## config.mk

```make
export PLATFORM = sky130hd
export DESIGN_NAME = pipe_stage_reg
export DESIGN_NICKNAME = d
export VERILOG_FILES = /design/src/rtl/pipe_stage_reg.sv
export SDC_FILE = /design/constraint.sdc
export NUM_CORES = 1
export LEC_CHECK = 0
export BUFFER_PORTS_ARGS = -buffer_cell sky130_fd_sc_hd__buf_2
export CORE_UTILIZATION = 49
export DETAILED_ROUTE_END_ITERATION = 7
export PLACE_DENSITY = 0.85
export SLEW_MARGIN = 30
export SYNTH_ARGS = -nofsm -noshare
export SYNTH_HDL_FRONTEND = slang
export SYNTH_SLANG_ARGS = --single-unit
```

## constraint.sdc

```tcl
create_clock -name clk -period 6.03 [get_ports clk]
set_clock_uncertainty 0.15 [all_clocks]
set_input_delay 0 -clock clk [delete_from_list [all_inputs] [get_ports clk]]
set_output_delay 0 -clock clk [all_outputs]
set_load 0.05 [all_outputs]
```

## src/rtl/pipe_stage_reg.sv

```systemverilog
// rtl/pipe_stage_reg.sv - registered valid/ready pipeline stage with stall counter; PIPE_STAGE_SKID_EN adds a skid entry
module pipe_stage_reg #(
    parameter int WIDTH = 64,
    parameter int CNT_W = 16
) (
    input  logic             clk,
    input  logic             rst,
    input  logic             in_valid,
    output logic             in_ready,
    input  logic [WIDTH-1:0] in_data,
    input  logic             flush,
    output logic             out_valid,
    input  logic             out_ready,
    output logic [WIDTH-1:0] out_data,
    output logic [CNT_W-1:0] stall_cnt
);

    localparam logic [CNT_W-1:0] CNT_ONE = CNT_W'(1);

    // Stall counter saturates and survives flush; only reset clears it.
    always_ff @(posedge clk) begin
        if (!rst) begin
            stall_cnt <= '0;
        end else if (out_valid && !out_ready && (stall_cnt != '1)) begin
            stall_cnt <= stall_cnt + CNT_ONE;
        end
    end

`ifdef PIPE_STAGE_SKID_EN
    logic             skid_valid;
    logic [WIDTH-1:0] skid_data;

    // Ready depends only on skid occupancy, so out_ready never reaches in_ready.
    assign in_ready = !skid_valid;

    always_ff @(posedge clk) begin
        if (!rst) begin
            out_valid  <= 1'b0;
            out_data   <= '0;
            skid_valid <= 1'b0;
            skid_data  <= '0;
        end else if (flush) begin
            out_valid  <= 1'b0;
            skid_valid <= 1'b0;
        end else if (skid_valid) begin
            // in_ready is low while the skid is full, so draining never collides with a new input.
            if (out_ready) begin
                out_valid  <= 1'b1;
                out_data   <= skid_data;
                skid_valid <= 1'b0;
            end
        end else if (out_valid && !out_ready) begin
            if (in_valid) begin
                skid_valid <= 1'b1;
                skid_data  <= in_data;
            end
        end else begin
            out_valid <= in_valid;
            if (in_valid) begin
                out_data <= in_data;
            end
        end
    end
`else
    assign in_ready = !out_valid || out_ready;

    always_ff @(posedge clk) begin
        if (!rst) begin
            out_valid <= 1'b0;
            out_data  <= '0;
        end else if (flush) begin
            out_valid <= 1'b0;
        end else if (in_ready) begin
            out_valid <= in_valid;
            if (in_valid) begin
                out_data <= in_data;
            end
        end
    end
`endif

endmodule

```

Yosys cells after proc, flatten, opt, wreduce, memory -nomap -nowiden

Index checks and enable logic that the tools add are counted.
Widths: inputs -> output; s select.

Eq/ne operators: 1
Bitwise logic cells: 2
Add/sub/neg operators: 1
Reduce and logical (&&, ||, !) cells: 7

Operator list:

| operator              | count |
|---|---|
| $add 16x1->16 const B | 1 |
| $ne 16x16->1 const B  | 1 |
| $reduce_and 3->1      | 1 |
| $logic_and 1x1->1     | 2 |
| $logic_not 1->1       | 2 |
| $not 1->1             | 2 |
| $reduce_or 2->1       | 1 |
| $logic_or 1x1->1      | 1 |

Input bits: 69
Output and inout bits: 82
Flip-flop bits (word level): 81

Longest topological paths before layout

Gate-level depths: netlist of the first run.

Depth in word-level cells: 3
Mapped depth: 7
Mapped depth without buffers: 5

Worst setup path before layout of the first run

No wires, ideal clock.

Path kind: reg2reg
Start: register stall_cnt[0]
End: register stall_cnt[10]
Arrival: 2.102 ns
Clock period less this slack: 2.322 ns
Slack: 3.708 ns
Data required time: 5.810 ns
Cell stages (with the launch flop): 6
Path through: dfxtp_1 ha_1 nand3b_1 or3_4 or4_1 a21oi_1

Word-level cells in the longest chain between the ends: 2
Elaborated cells on any way between the ends: 3

Ends and longest elaborated chain:

| what                                                                  | RTL line | RTL |
|---|---|---|
| from (decl)                                                           | 15       | `output logic [CNT_W-1:0] stall_cnt` |
| from (signal assigned)                                                | 25       | `stall_cnt <= stall_cnt + CNT_ONE;` |
| parallel branches: the longest is 2 deep, another holds $add 16x1->16 | --       |  |

Several ways; the timed one is not identified.
A chain may end at the register's enable or synchronous reset.

Final worst setup path of the first run

Start: register out_valid
End: register out_data[40]

Word-level cells in the longest chain between the ends: 3

Ends and longest elaborated chain:

| what                       | RTL line | RTL |
|---|---|---|
| from (decl)                | 12       | `output logic out_valid,` |
| from (signal assigned)     | 74       | `out_valid <= in_valid;` |
| $logic_not 1->1            | 65       | `assign in_ready = !out_valid \|\| out_ready;` |
| $logic_or 1x1->1           | 65       |  |
| $reduce_and 3->1 (no line) | --       |  |
| to (signal assigned)       | 76       | `out_data <= in_data;` |
| to (decl)                  | 14       | `output logic [WIDTH-1:0] out_data,` |

Every way passes these cells.

==> summary.txt, run 1 <==
Logic synthesis
  • Most used DFF post-synth: dfxtp_1
  • Register area share after synthesis: 0.5296
  • Warnings, synthesis: 0
  • Leading post-synthesis cells by cell area: dfxtp_1, nand2_1, a21oi_1, clkbuf_1, nand4_1
  • Post-synth top cells: nand2_1, dfxtp_1, a21oi_1
  • Post-synth EDFFs: 0
  • Post-Syn Area per Cell: 8.036 um2
  • Synth Register Bits: 81
  • Syn Inst Count: 381
  • Distinct cell type count after synthesis: 36
  • Syn nets: 451
  • Most common cell in the synthesized netlist: nand2_1
  • Post-synth ARST share: 0
  • Cell taking the most area after synthesis: dfxtp_1
  • Mapped Area: 3062 um2
  • Share of the synthesized area in the top cell type: 0.5296

Critical path
  • WS Path Type: reg -> reg
  • Critical Path AT: 2.49 ns
  • Startpoint Class: flip-flop
  • Crit end category: flip-flop
  • Worst Path Required: 6.14 ns
  • Worst R2R Path Depth: 6
  • Worst-path maximum fanout: 50

STA
  • Minimum clock period: 2.377 ns
  • Worst-margin pin slew: 0.6278 ns
  • Worst setup margin: 3.653 ns
  • Fmax: 420.8 MHz
  • Final hold vios: 0
  • Count of final max-slew check failures: 0
  • Final setup fails: 0
  • Fin crit share: 0.3941
  • Setup TNS: 0 ns
  • Slew headroom: 0.5776
  • RSZ-0062 raised after global routing: no

Clock tree
  • Clk sink count: 81
  • CTS max path bufs: 2
  • Total CTS buffers: 9
  • Root Buffer: clkbuf_8
  • CTS H-tree depth: 3
  • CTS tree: yes
  • Clock slew at reported path FFs: 0.08 ns
  • Worst-Skew Late Latency: 0.34 ns

Power and ir drop
  • Pwr dens: 241.5 nW/um2
  • VDD IR max: 0.1900 mV
  • Leakage: 2.105 nW

Die
  • Chip Width: 81.05 um
  • Initial Util: 0.5111
  • Core Area: 5991 um2
  • Die height: 81.05 um
  • Rows: 28
  • Total I/O pin count: 151
  • Die ar.: 6568 um2

Layout
  • Finished Layout Cells: 673
  • Nets: 663
  • Area of the multi-input gates: 1326 um2
  • Filler cells: 362
  • Reg area: 1622 um2
  • P&R area growth vs syn: 54.80%
  • Antenna cells: 0
  • Share of post-route cells with drive strength above 1: 0.2926

Routing
  • First-pass iteration count of the detailed router: 5
  • DRC errors left: 0
  • DRT iter0 DRCs: 216
  • Drt total wl: 10,360 um
  • Vias/cell: 5.379
  • Via count: 3,620
  • DRT antenna net count: 0
  • Routed len/inst: 15.40 um

Global routing
  • Total GRT Usage: 0.3155
  • Vias in the first global route: 3,363
  • First-pass GRT wire length: 15,550 um
  • Initial antenna violation count: 0
  • Grt ovf: 0
  • Largest net degree at the start of global routing: 78

Placed design
  • Dpl ws: 3.784 ns
  • # placed instances: 584
  • Port Buf Inserts: 150
  • GPL Wtd Cong: 0.8217
  • HPWL after detailed placement: 5433 um

Hold path
  • Hold crit path type: in -> reg
  • Worst hold stages: 4

Status
  • Status: finished, final reports clean

Run
  • Max-cap violations: 0
-- per-stage QoR --
step           utilization  power (mW)  hold slack, ns  cell area (um2)
2_1_floorplan            -      0.6928        -0.07069             3062
3_3_place_gp        0.6387      0.7404         0.07548             3826
3_5_place_dp        0.6387      0.7433         0.07618             3826
4_1_cts             0.7911       1.139          0.2663             4740
5_1_grt             0.7911       1.184          0.2863             4740
6_report            0.7911       1.145          0.2839             4740
-- layout by cell type (no fill, tap or decap), types with 2 or more instances in the layout --
master | synthesis | layout
buf_2 | 0 | 150
nand2_1 | 138 | 138
dfxtp_1 | 81 | 81
a21oi_1 | 74 | 74
dlygate4sd3_1 | 0 | 73
clkbuf_8 | 1 | 11
o21ai_0 | 6 | 6
nand4_1 | 5 | 5
or3_1 | 5 | 5
nor2_1 | 4 | 4
and4_1 | 3 | 3
nor3_1 | 3 | 3
o31ai_1 | 3 | 3
nand3_1 | 3 | 3
or4_1 | 3 | 3
mux2i_1 | 3 | 3
clkinvlp_4 | 0 | 3
inv_1 | 2 | 2
nand3b_1 | 2 | 2
nor4_1 | 2 | 2
nand2b_1 | 2 | 2
or3_2 | 2 | 2
o41ai_1 | 2 | 2
buf_4 | 0 | 2
-- kinds of logic after synthesis --
family / share of synthesized area
compound gates: 0.1586
fa+ha+maj: 0.004086
simple gates: 0.2591
flops: 0.5296
mux: 0.009808
buf+inv: 0.03883
-- worst max-delay path, stage by stage, from the launching register on --
cell,delay (ns)
dfxtp_1,0.38
nor2b_1,0.28
inv_1,0.12
nand3b_1,0.48
buf_4,0.54
nand2_1,0.14
a21oi_1,0.19
-- worst paths after layout --
check,slack (ns),startpoint,to
max,3.65,out_valid$_SDFFE_PP0P_,out_data[40]$_SDFFE_PN0P_
max reg2reg,3.65,out_valid$_SDFFE_PP0P_,out_data[40]$_SDFFE_PN0P_
min reg2reg,0.30,out_data[12]$_SDFFE_PN0P_,out_data[12]$_SDFFE_PN0P_
min,0.28,in_data[39],out_data[39]$_SDFFE_PN0P_
-- state kept, by name, indices dropped and copies added, names as in the netlist --
name	count
stall_cnt	16
out_valid	1
out_data	64
-- what timing repair did --
action,4_1_cts,5_1_grt
hold buffers,73,0
setup buffers,0,0
gates resized for setup,0,0
endpoints found under the setup margin,0,0
endpoints found under the hold margin,70,0
-- final cells by class --
cell class	count	share of cell area
Timing Repair Buffer	225	0.3157
Tap cell	75	0.01980
Inverter	3	0.003960
Multi-Input combinational cell	273	0.2798
Clock inverter	4	0.005808
Clock buffer	12	0.03273
Sequential cell	81	0.3421
-- where the power goes --
group | total [mW] | leakage (nW) | switching, mW | internal [mW]
Combinational | 0.210 | 1.36 | 0.135 | 0.0743
Sequential | 0.567 | 0.660 | 0.0116 | 0.555
Clock | 0.368 | 0.0846 | 0.197 | 0.172
-- routing by layer --
metal | track usage | wire, um | up-vias
met3 | 0.09438 | 796 | 44
met2 | 0.5529 | 5188 | 199
met4 | 0.1750 | 433 | 0
met5 | 0 | 0 | -
li1 | - | - | 1712
met1 | 0.3371 | 3942 | 1665
Power figures use the tool's default switching activity.
==> run 2, diff against run 1 <==
Settings changed: ABC_AREA set to 1, CORE_UTILIZATION 49 to 46, PLACE_DENSITY 0.85 to 0.79.
Clock period 6.03 ns to 2.47 ns, I/O delays scaled along.
==> summary.txt, run 2 <==
Clock tree
  • CTS H-tree depth: 3 (unchanged)
  • Worst-Skew Late Latency: 0.35 ns (about the same)
  • CTS tree: yes
  • Root Buffer: clkbuf_8
  • Clock slew at reported path FFs: 0.09 ns (about the same)
  • Clk sink count: 81 (unchanged)
  • Total CTS buffers: 9 (unchanged)
  • CTS max path bufs: 2 (unchanged)
  • Setup bufs post-CTS: 0 (unchanged)

Logic synthesis
  • Distinct cell type count after synthesis: 18 (-50%)
  • Register area share after synthesis: 0.5098 (-0.01979)
  • Post-Syn Area per Cell: 7.397 um2 (-8.0%)
  • Leading post-synthesis cells by cell area: dfxtp_1, nor2_1, o21ai_0, nand2_1, buf_2
  • Cell taking the most area after synthesis: dfxtp_1
  • Most common cell in the synthesized netlist: nor2_1
  • Syn nets: 500 (+11%)
  • Most used DFF post-synth: dfxtp_1
  • Syn Inst Count: 430 (+13%)
  • Warnings, synthesis: 0 (unchanged)
  • Mapped Area: 3181 um2 (+3.9%)
  • Post-synth ARST share: 0 (unchanged)
  • Share of the synthesized area in the top cell type: 0.5098 (-0.01979)
  • Post-synth top cells: nor2_1, dfxtp_1, o21ai_0
  • Post-synth EDFFs: 0 (unchanged)
  • Synth Register Bits: 81 (unchanged)

STA
  • Fmax: 439.7 MHz (+4.5%)
  • RSZ-0062 raised after global routing: no
  • Setup TNS: 0 ns (unchanged)
  • Count of final max-slew check failures: 0 (unchanged)
  • Minimum clock period: 2.274 ns (-0.1024 ns)
  • Final hold vios: 0 (unchanged)
  • Worst-margin pin slew: 0.5143 ns (-0.1136 ns)
  • Final setup fails: 0 (unchanged)
  • Slew headroom: 0.6559 (+0.07837)
  • Fin crit share: 0.9207 (+0.5266)

Global routing
  • Initial antenna violation count: 0 (unchanged)
  • First-pass GRT wire length: 18,240 um (+17%)
  • Grt ovf: 0 (unchanged)
  • Total GRT Usage: 0.3252 (+0.009715)
  • M2 GR Usage: 0.5623 (+0.009376)
  • Vias in the first global route: 3,829 (+14%)
  • Largest net degree at the start of global routing: 65 (-17%)
  • Met3 track utilization from global routing: 0.07198 (-0.02240)
  • Most Crowded Layer GR: met2
  • GR Util met1: 0.3557 (+0.01859)

Layout
  • Finished Layout Cells: 743 (+10%)
  • Share of post-route cells with drive strength above 1: 0.2778 (-0.01486)
  • Final Core Density: 0.7788 (-0.01230)
  • Max FFs per register: 64 (unchanged)
  • Antenna cells: 0 (unchanged)
  • Biggest regs: out_data: 64 flops, stall_cnt: 16 flops, out_valid: 1 flops
  • Commonest non-fill, non-tap cell in the layout: nor2_1
  • Most frequent cells in the layout: nor2_1, buf_2, dlygate4sd3_1, dfxtp_1, o21ai_0
  • Final instance area: 5059 um2 (+6.7%)
  • Nets: 731 (+10%)
  • P&R area growth vs syn: 59.05%
  • Most flops, register: out_data

Critical path
  • Worst R2R End: out_data[36]$_SDFFE_PN0P_
  • Worst-path maximum fanout: 40 (-20%)
  • Startpoint Class: flip-flop
  • Worst R2R Path Depth: 6 (unchanged)
  • R2r setup slk: 0.20 ns (-3.46 ns)
  • Crit end category: flip-flop
  • Critical Path AT: 2.38 ns (-0.11 ns)
  • WS Path Type: reg -> reg
  • Worst flop-to-flop path startpoint: out_valid$_SDFFE_PP0P_
  • Worst Path Required: 2.58 ns (-3.56 ns)

Hold path
  • Hold crit path type: in -> reg
  • Min-delay src: out_ready
  • Hold Crit Endpoint: stall_cnt[1]$_SDFFE_PN0P_
  • Worst hold stages: 6 (+2)

Placed design
  • Port Buf Inserts: 150 (unchanged)
  • GPL Wtd Cong: 0.8202 (-0.18%)
  • # placed instances: 636 (+8.9%)
  • Placed inst area: 3953 um2 (+3.3%)
  • HPWL after detailed placement: 5507 um (+1.4%)

Run
  • Max-cap violations: 0 (unchanged)

Routing
  • DRT iter0 DRCs: 281 (+30%)
  • Vias/cell: 5.285 (-1.7%)
  • Via count: 3,927 (+8.5%)
  • First-pass iteration count of the detailed router: 4 (-1)
  • DRC errors left: 0 (unchanged)
  • Routed len/inst: 15.67 um (+1.8%)
  • Drt total wl: 11,650 um (+12%)
  • DRT antenna net count: 0 (unchanged)

Power and ir drop
  • Switching share of power: 0.3269 (+0.02657)
  • Clock share of power: 0.315 (-0.007)
  • VDD IR max: 0.5104 mV (+170%)
  • P_int: 2.097 mW (+160%)
  • Pwr dens: 615.9 nW/um2 (+160%)
  • Leakage: 2.374 nW (+13%)
  • Seq pwr share: 0.457 (-0.038)
  • Comb power frac: 0.229 (+0.046)
  • Switch Pwr: 1.019 mW (+200%)

Status
  • Status: finished, final reports clean

Die
  • Total I/O pin count: 151 (unchanged)
  • Initial Util: 0.4897 (-0.02138)
  • Die height: 85.15 um (+5.1%)
  • Rows: 29 (+3.6%)
  • Core Area: 6495 um2 (+8.4%)
  • Die ar.: 7251 um2 (+10%)
  • Chip Width: 85.15 um (+5.1%)
## run 2: cell count changes after synthesis, sizes merged, moves of 4 or more
cell	change
a21oi	-61
and4	-4
buf	+14
clkbuf	-14
inv	+14
nand2	-98
nand3	+13
nand4	-5
nor2	+167
o21ai	+60
or3	-8
## run 2: repair_timing
item / in CTS / in global routing
hold endpoints to repair: 67 / 0
hold buffers: 91 / 0
gates resized for setup: 0 / 0
## run 2: cell families after synthesis
| kind of cell | Yosys count | share of synthesized area |
|---|---|---|
| compound gates | 79 | 0.1255 |
| fa+ha+maj | 1 | 0.003933 |
| flops | 81 | 0.5098 |
| buf+inv | 41 | 0.05940 |
| simple gates | 228 | 0.3013 |
## run 2: metrics by stage
step | hold slack (ns) | power [mW] | setup slack, ns
after detailed placement | 0.03431 | 1.999 | 0.7454
after global placement | 0.02717 | 1.988 | 0.8461
after global routing | 0.08842 | 3.219 | 0.1081
after CTS | 0.03348 | 3.070 | 0.3720
after floorplan | -0.07762 | 1.844 | 0.5521
final | 0.05501 | 3.116 | 0.1959
## run 2: critical path, stage by stage, from the launching register on
cell,delay [ns]
dfxtp_1,0.33
nand2_2,0.16
nand2_2,0.33
buf_12,0.30
o21ai_0,0.25
dlygate4sd3_1,0.61
nor2_1,0.04
## run 2: how the worst max path moves through the flow
stage / slack (ns) / endpoint / from
4_1_cts: 0.37 / out_data[54]$_SDFFE_PN0P_ / out_valid$_SDFFE_PP0P_
3_5_place_dp: 0.75 / stall_cnt[11]$_SDFFE_PN0P_ / stall_cnt[0]$_SDFFE_PN0P_
6_report: 0.20 / out_data[36]$_SDFFE_PN0P_ / out_valid$_SDFFE_PP0P_
5_1_grt: 0.11 / out_data[36]$_SDFFE_PN0P_ / out_valid$_SDFFE_PP0P_
3_3_place_gp: 0.85 / stall_cnt[15]$_SDFFE_PN0P_ / stall_cnt[0]$_SDFFE_PN0P_
2_1_floorplan: 0.55 / stall_cnt[11]$_SDFFE_PN0P_ / out_valid$_SDFFE_PP0P_
## run 2: area by class of cell
type / count / area, um2
clock buffers: 10 / 127.6
clock inverters: 6 / 67.56
fillers: 437 / 1436
inverters: 17 / 63.81
multi-input cells: 308 / 1373
flip-flops and latches: 81 / 1622
well taps: 77 / 96.34
repair buffers: 244 / 1709
## run 2: power by group through the flow
stage	logic, mW	registers (mW)	clock network, mW
finish	0.713	1.42	0.981
floorplan	0.147	1.70	0
global placement	0.549	1.44	0
global route	0.751	1.43	1.04
CTS	0.673	1.41	0.983
detailed placement	0.556	1.44	0
## run 2: routing by layer
| metal | up-vias | part of all wire |
|---|---|---|
| met5 | - | 0 |
| met4 | 0 | 0.056 |
| met3 | 63 | 0.083 |
| met2 | 235 | 0.49 |
| met1 | 1811 | 0.37 |
| li1 | 1818 | - |
==> run 3, diff against run 2 <==
Settings changed: CORE_UTILIZATION 46 to 30, CTS_BUF_LIST set to sky130_fd_sc_hd__clkbuf_2, PLACE_DENSITY 0.79 to unset.
Clock period 2.47 ns to 2.7 ns, I/O delays scaled along.
==> summary.txt, run 3 <==
Logic synthesis
  • Synth Register Bits: 81 (unchanged)
  • Share of the synthesized area in the top cell type: 0.5098 (unchanged)
  • Post-synth top cells: nor2_1, dfxtp_1, o21ai_0
  • Warnings, synthesis: 0 (unchanged)
  • Distinct cell type count after synthesis: 18 (unchanged)
  • Most common cell in the synthesized netlist: nor2_1
  • Post-synth ARST share: 0 (unchanged)
  • Syn Inst Count: 430 (unchanged)
  • Mapped Area: 3181 um2 (unchanged)
  • Post-Syn Area per Cell: 7.397 um2 (unchanged)
  • Post-synth EDFFs: 0 (unchanged)
  • Syn nets: 500 (unchanged)
  • Register area share after synthesis: 0.5098 (unchanged)
  • Cell taking the most area after synthesis: dfxtp_1
  • Leading post-synthesis cells by cell area: dfxtp_1, nor2_1, o21ai_0, nand2_1, buf_2
  • Most used DFF post-synth: dfxtp_1

Clock tree
  • CTS max path bufs: 2 (unchanged)
  • CTS hold repair buffers: 143 (+57%)
  • Setup bufs post-CTS: 0 (unchanged)
  • CTS H-tree depth: 3 (unchanged)
  • Clk sink count: 81 (unchanged)
  • Root Buffer: clkbuf_2
  • Post_cts resized: 0 (unchanged)
  • Total CTS buffers: 9 (unchanged)

Die
  • Chip Width: 105.0 um (+23%)
  • Total I/O pin count: 151 (unchanged)
  • Rows: 37 (+28%)
  • Die height: 105.0 um (+23%)
  • Initial Util: 0.3081 (-0.1816)

Placed design
  • GPL Wtd Cong: 0.8508 (+3.7%)
  • Port Buf Inserts: 150 (unchanged)
  • HPWL after detailed placement: 5864 um (+6.5%)

Status
  • First Err: [ERROR RSZ-0060] Max buffer count reached.
  • Last stage: clock tree synthesis (4_1_cts)
  • Status: stopped before the end
[run 3: cell counts after synthesis]
No cell type changed its count.
[run 3: cell families after synthesis]
logic type / count (synthesis) / share of synthesized area
buffers and inverters: 41 / 0.05940
and+or+nand+nor: 228 / 0.3013
DFF: 81 / 0.5098
adders and majority gates: 1 / 0.003933
AOI/OAI and AO/OA: 79 / 0.1255
[run 3: per-stage QoR]
stage	hold slack [ns]	instances	instance area [um2]	worst slack [ns]	util
after floorplan	-0.07762	430	3181	0.7821	-
after global placement	0.02625	695	4026	1.055	0.3900
after detailed placement	0.03937	695	4026	0.9884	0.3900
==> run 4, diff against run 3 <==
Settings changed: CORE_UTILIZATION 30 to 20, CTS_BUF_LIST sky130_fd_sc_hd__clkbuf_2 to unset, PLACE_DENSITY_LB_ADDON set to 0.15.
==> summary.txt, run 4 (synthesis gave the netlist of run 2 again) <==
Global routing
  • GR Util met1: 0.1454
  • Met3 track utilization from global routing: 0.04424
  • Most Crowded Layer GR: met2
  • Total GRT Usage: 0.1276
  • Largest net degree at the start of global routing: 65
  • Grt ovf: 0
  • First-pass GRT wire length: 16,290 um
  • M2 GR Usage: 0.2177
  • Vias in the first global route: 3,376
  • Initial antenna violation count: 0

Layout
  • Most flops, register: out_data
  • Finished Layout Cells: 865
  • Final instance area: 5204 um2
  • Nets: 719
  • Final Core Density: 0.3385
  • Reg area: 1622 um2
  • P&R area growth vs syn: 63.61%
  • Biggest regs: out_data: 64 flops, stall_cnt: 16 flops, out_valid: 1 flops
  • Area of the multi-input gates: 1373 um2
  • Antenna cells: 0
  • Share of post-route cells with drive strength above 1: 0.2844
  • Filler cells: 1,656
  • Max FFs per register: 64
  • Most frequent cells in the layout: nor2_1, buf_2, dfxtp_1, dlygate4sd3_1, o21ai_0
  • Commonest non-fill, non-tap cell in the layout: nor2_1

Die
  • Die ar.: 16,410 um2
  • Initial Util: 0.2069 (-0.1012)
  • Die height: 128.1 um (+22%)
  • Chip Width: 128.1 um (+22%)
  • Rows: 45 (+22%)
  • Total I/O pin count: 151 (unchanged)
  • Core Area: 15,370 um2

Clock tree
  • Total CTS buffers: 9 (unchanged)
  • Clock slew at reported path FFs: 0.07 ns
  • CTS tree: yes
  • Clk sink count: 81 (unchanged)
  • Worst-Skew Late Latency: 0.34 ns
  • CTS H-tree depth: 3 (unchanged)
  • Setup bufs post-CTS: 0 (unchanged)
  • Root Buffer: clkbuf_16
  • CTS max path bufs: 2 (unchanged)

STA
  • Fin crit share: 0.7934
  • RSZ-0062 raised after global routing: no
  • Minimum clock period: 2.142 ns
  • Slew headroom: 0.6064
  • Worst-margin pin slew: 0.5903 ns
  • Fmax: 466.8 MHz
  • Count of final max-slew check failures: 0
  • Final hold vios: 0
  • Setup TNS: 0 ns
  • Hold Slack: 0.02842 ns
  • Final setup fails: 0

Critical path
  • Worst-path maximum fanout: 64
  • Crit end category: flip-flop
  • Startpoint Class: flip-flop
  • Worst Path Required: 2.83 ns
  • WS Path Type: reg -> reg
  • Critical Path AT: 2.27 ns

Routing
  • Via count: 3,515
  • Routed len/inst: 11.89 um
  • First-pass iteration count of the detailed router: 4
  • Vias/cell: 4.064
  • DRC errors left: 0
  • DRT antenna net count: 0
  • DRT iter0 DRCs: 129
  • Drt total wl: 10,280 um

Power and ir drop
  • Switching share of power: 0.2949
  • P_int: 2.239 mW
  • Leakage: 2.378 nW
  • Seq pwr share: 0.408
  • Switch Pwr: 936.5 uW
  • Clock share of power: 0.402
  • VDD IR max: 0.3317 mV
  • Comb power frac: 0.190
  • Pwr dens: 610.3 nW/um2

Status
  • Status: finished, final reports clean

Placed design
  • # placed instances: 771 (+11%)
  • Port Buf Inserts: 150 (unchanged)
  • HPWL after detailed placement: 6485 um (+11%)
  • Placed inst area: 4115 um2 (+2.2%)
  • GPL Wtd Cong: 0.7252 (-15%)

Run
  • Max-cap violations: 0

Hold path
  • Hold crit path type: in -> reg
## run 4: critical path, cell delays in order (launching register included)
cell and delay, ns:
dfxtp_1 0.33, nand2_2 0.13, nand2_2 0.11, buf_4 0.47, o21ai_0 0.15, dlygate4sd3_1 0.60
nor2_1 0.10
## run 4: final timing paths
path,start,to,slack (ns),cells after the start
worst max-delay path,out_valid$_SDFFE_PP0P_,out_data[31]$_SDFFE_PN0P_,0.56,6
worst min-delay path,rst,out_data[6]$_SDFFE_PN0P_,0.03,3
worst max register to register,out_valid$_SDFFE_PP0P_,out_data[31]$_SDFFE_PN0P_,0.56,6
worst min register to register,out_data[62]$_SDFFE_PN0P_,out_data[62]$_SDFFE_PN0P_,0.32,2
## run 4: metal layers
metal / vias up / routed length, um
li1: 1798 / -
met1: 1604 / 4601
met2: 101 / 4854
met3: 12 / 664
met4: 0 / 161
met5: - / 0
## run 4: power groups by stage
stage	clock network, mW	logic, mW	registers, mW
2_1_floorplan	0	0.135	1.55
3_3_place_gp	0	0.515	1.32
3_5_place_dp	0	0.516	1.32
4_1_cts	1.33	0.606	1.30
5_1_grt	1.38	0.652	1.30
6_report	1.28	0.604	1.30
## run 4: through the flow
step | worst slack (ns) | power, mW
floorplan | 0.7821 | 1.687
global placement | 1.024 | 1.833
detailed placement | 0.9554 | 1.838
CTS | 0.5781 | 3.236
global route | 0.3736 | 3.331
finish | 0.5577 | 3.176
## run 4: cell type report
type                       count  share of cell area
clock buffer                  12             0.04929
clock inverter                 4            0.009858
inverter                      17             0.01226
multi-input combinational    308              0.2638
sequential                    81              0.3116
tap                          211             0.05073
timing repair buffer         232              0.3025
## run 4: what timing repair did
action / CTS / global route
hold endpoints to repair: 65 / 0
hold buffers: 78 / 0
gates resized for setup: 0 / 0
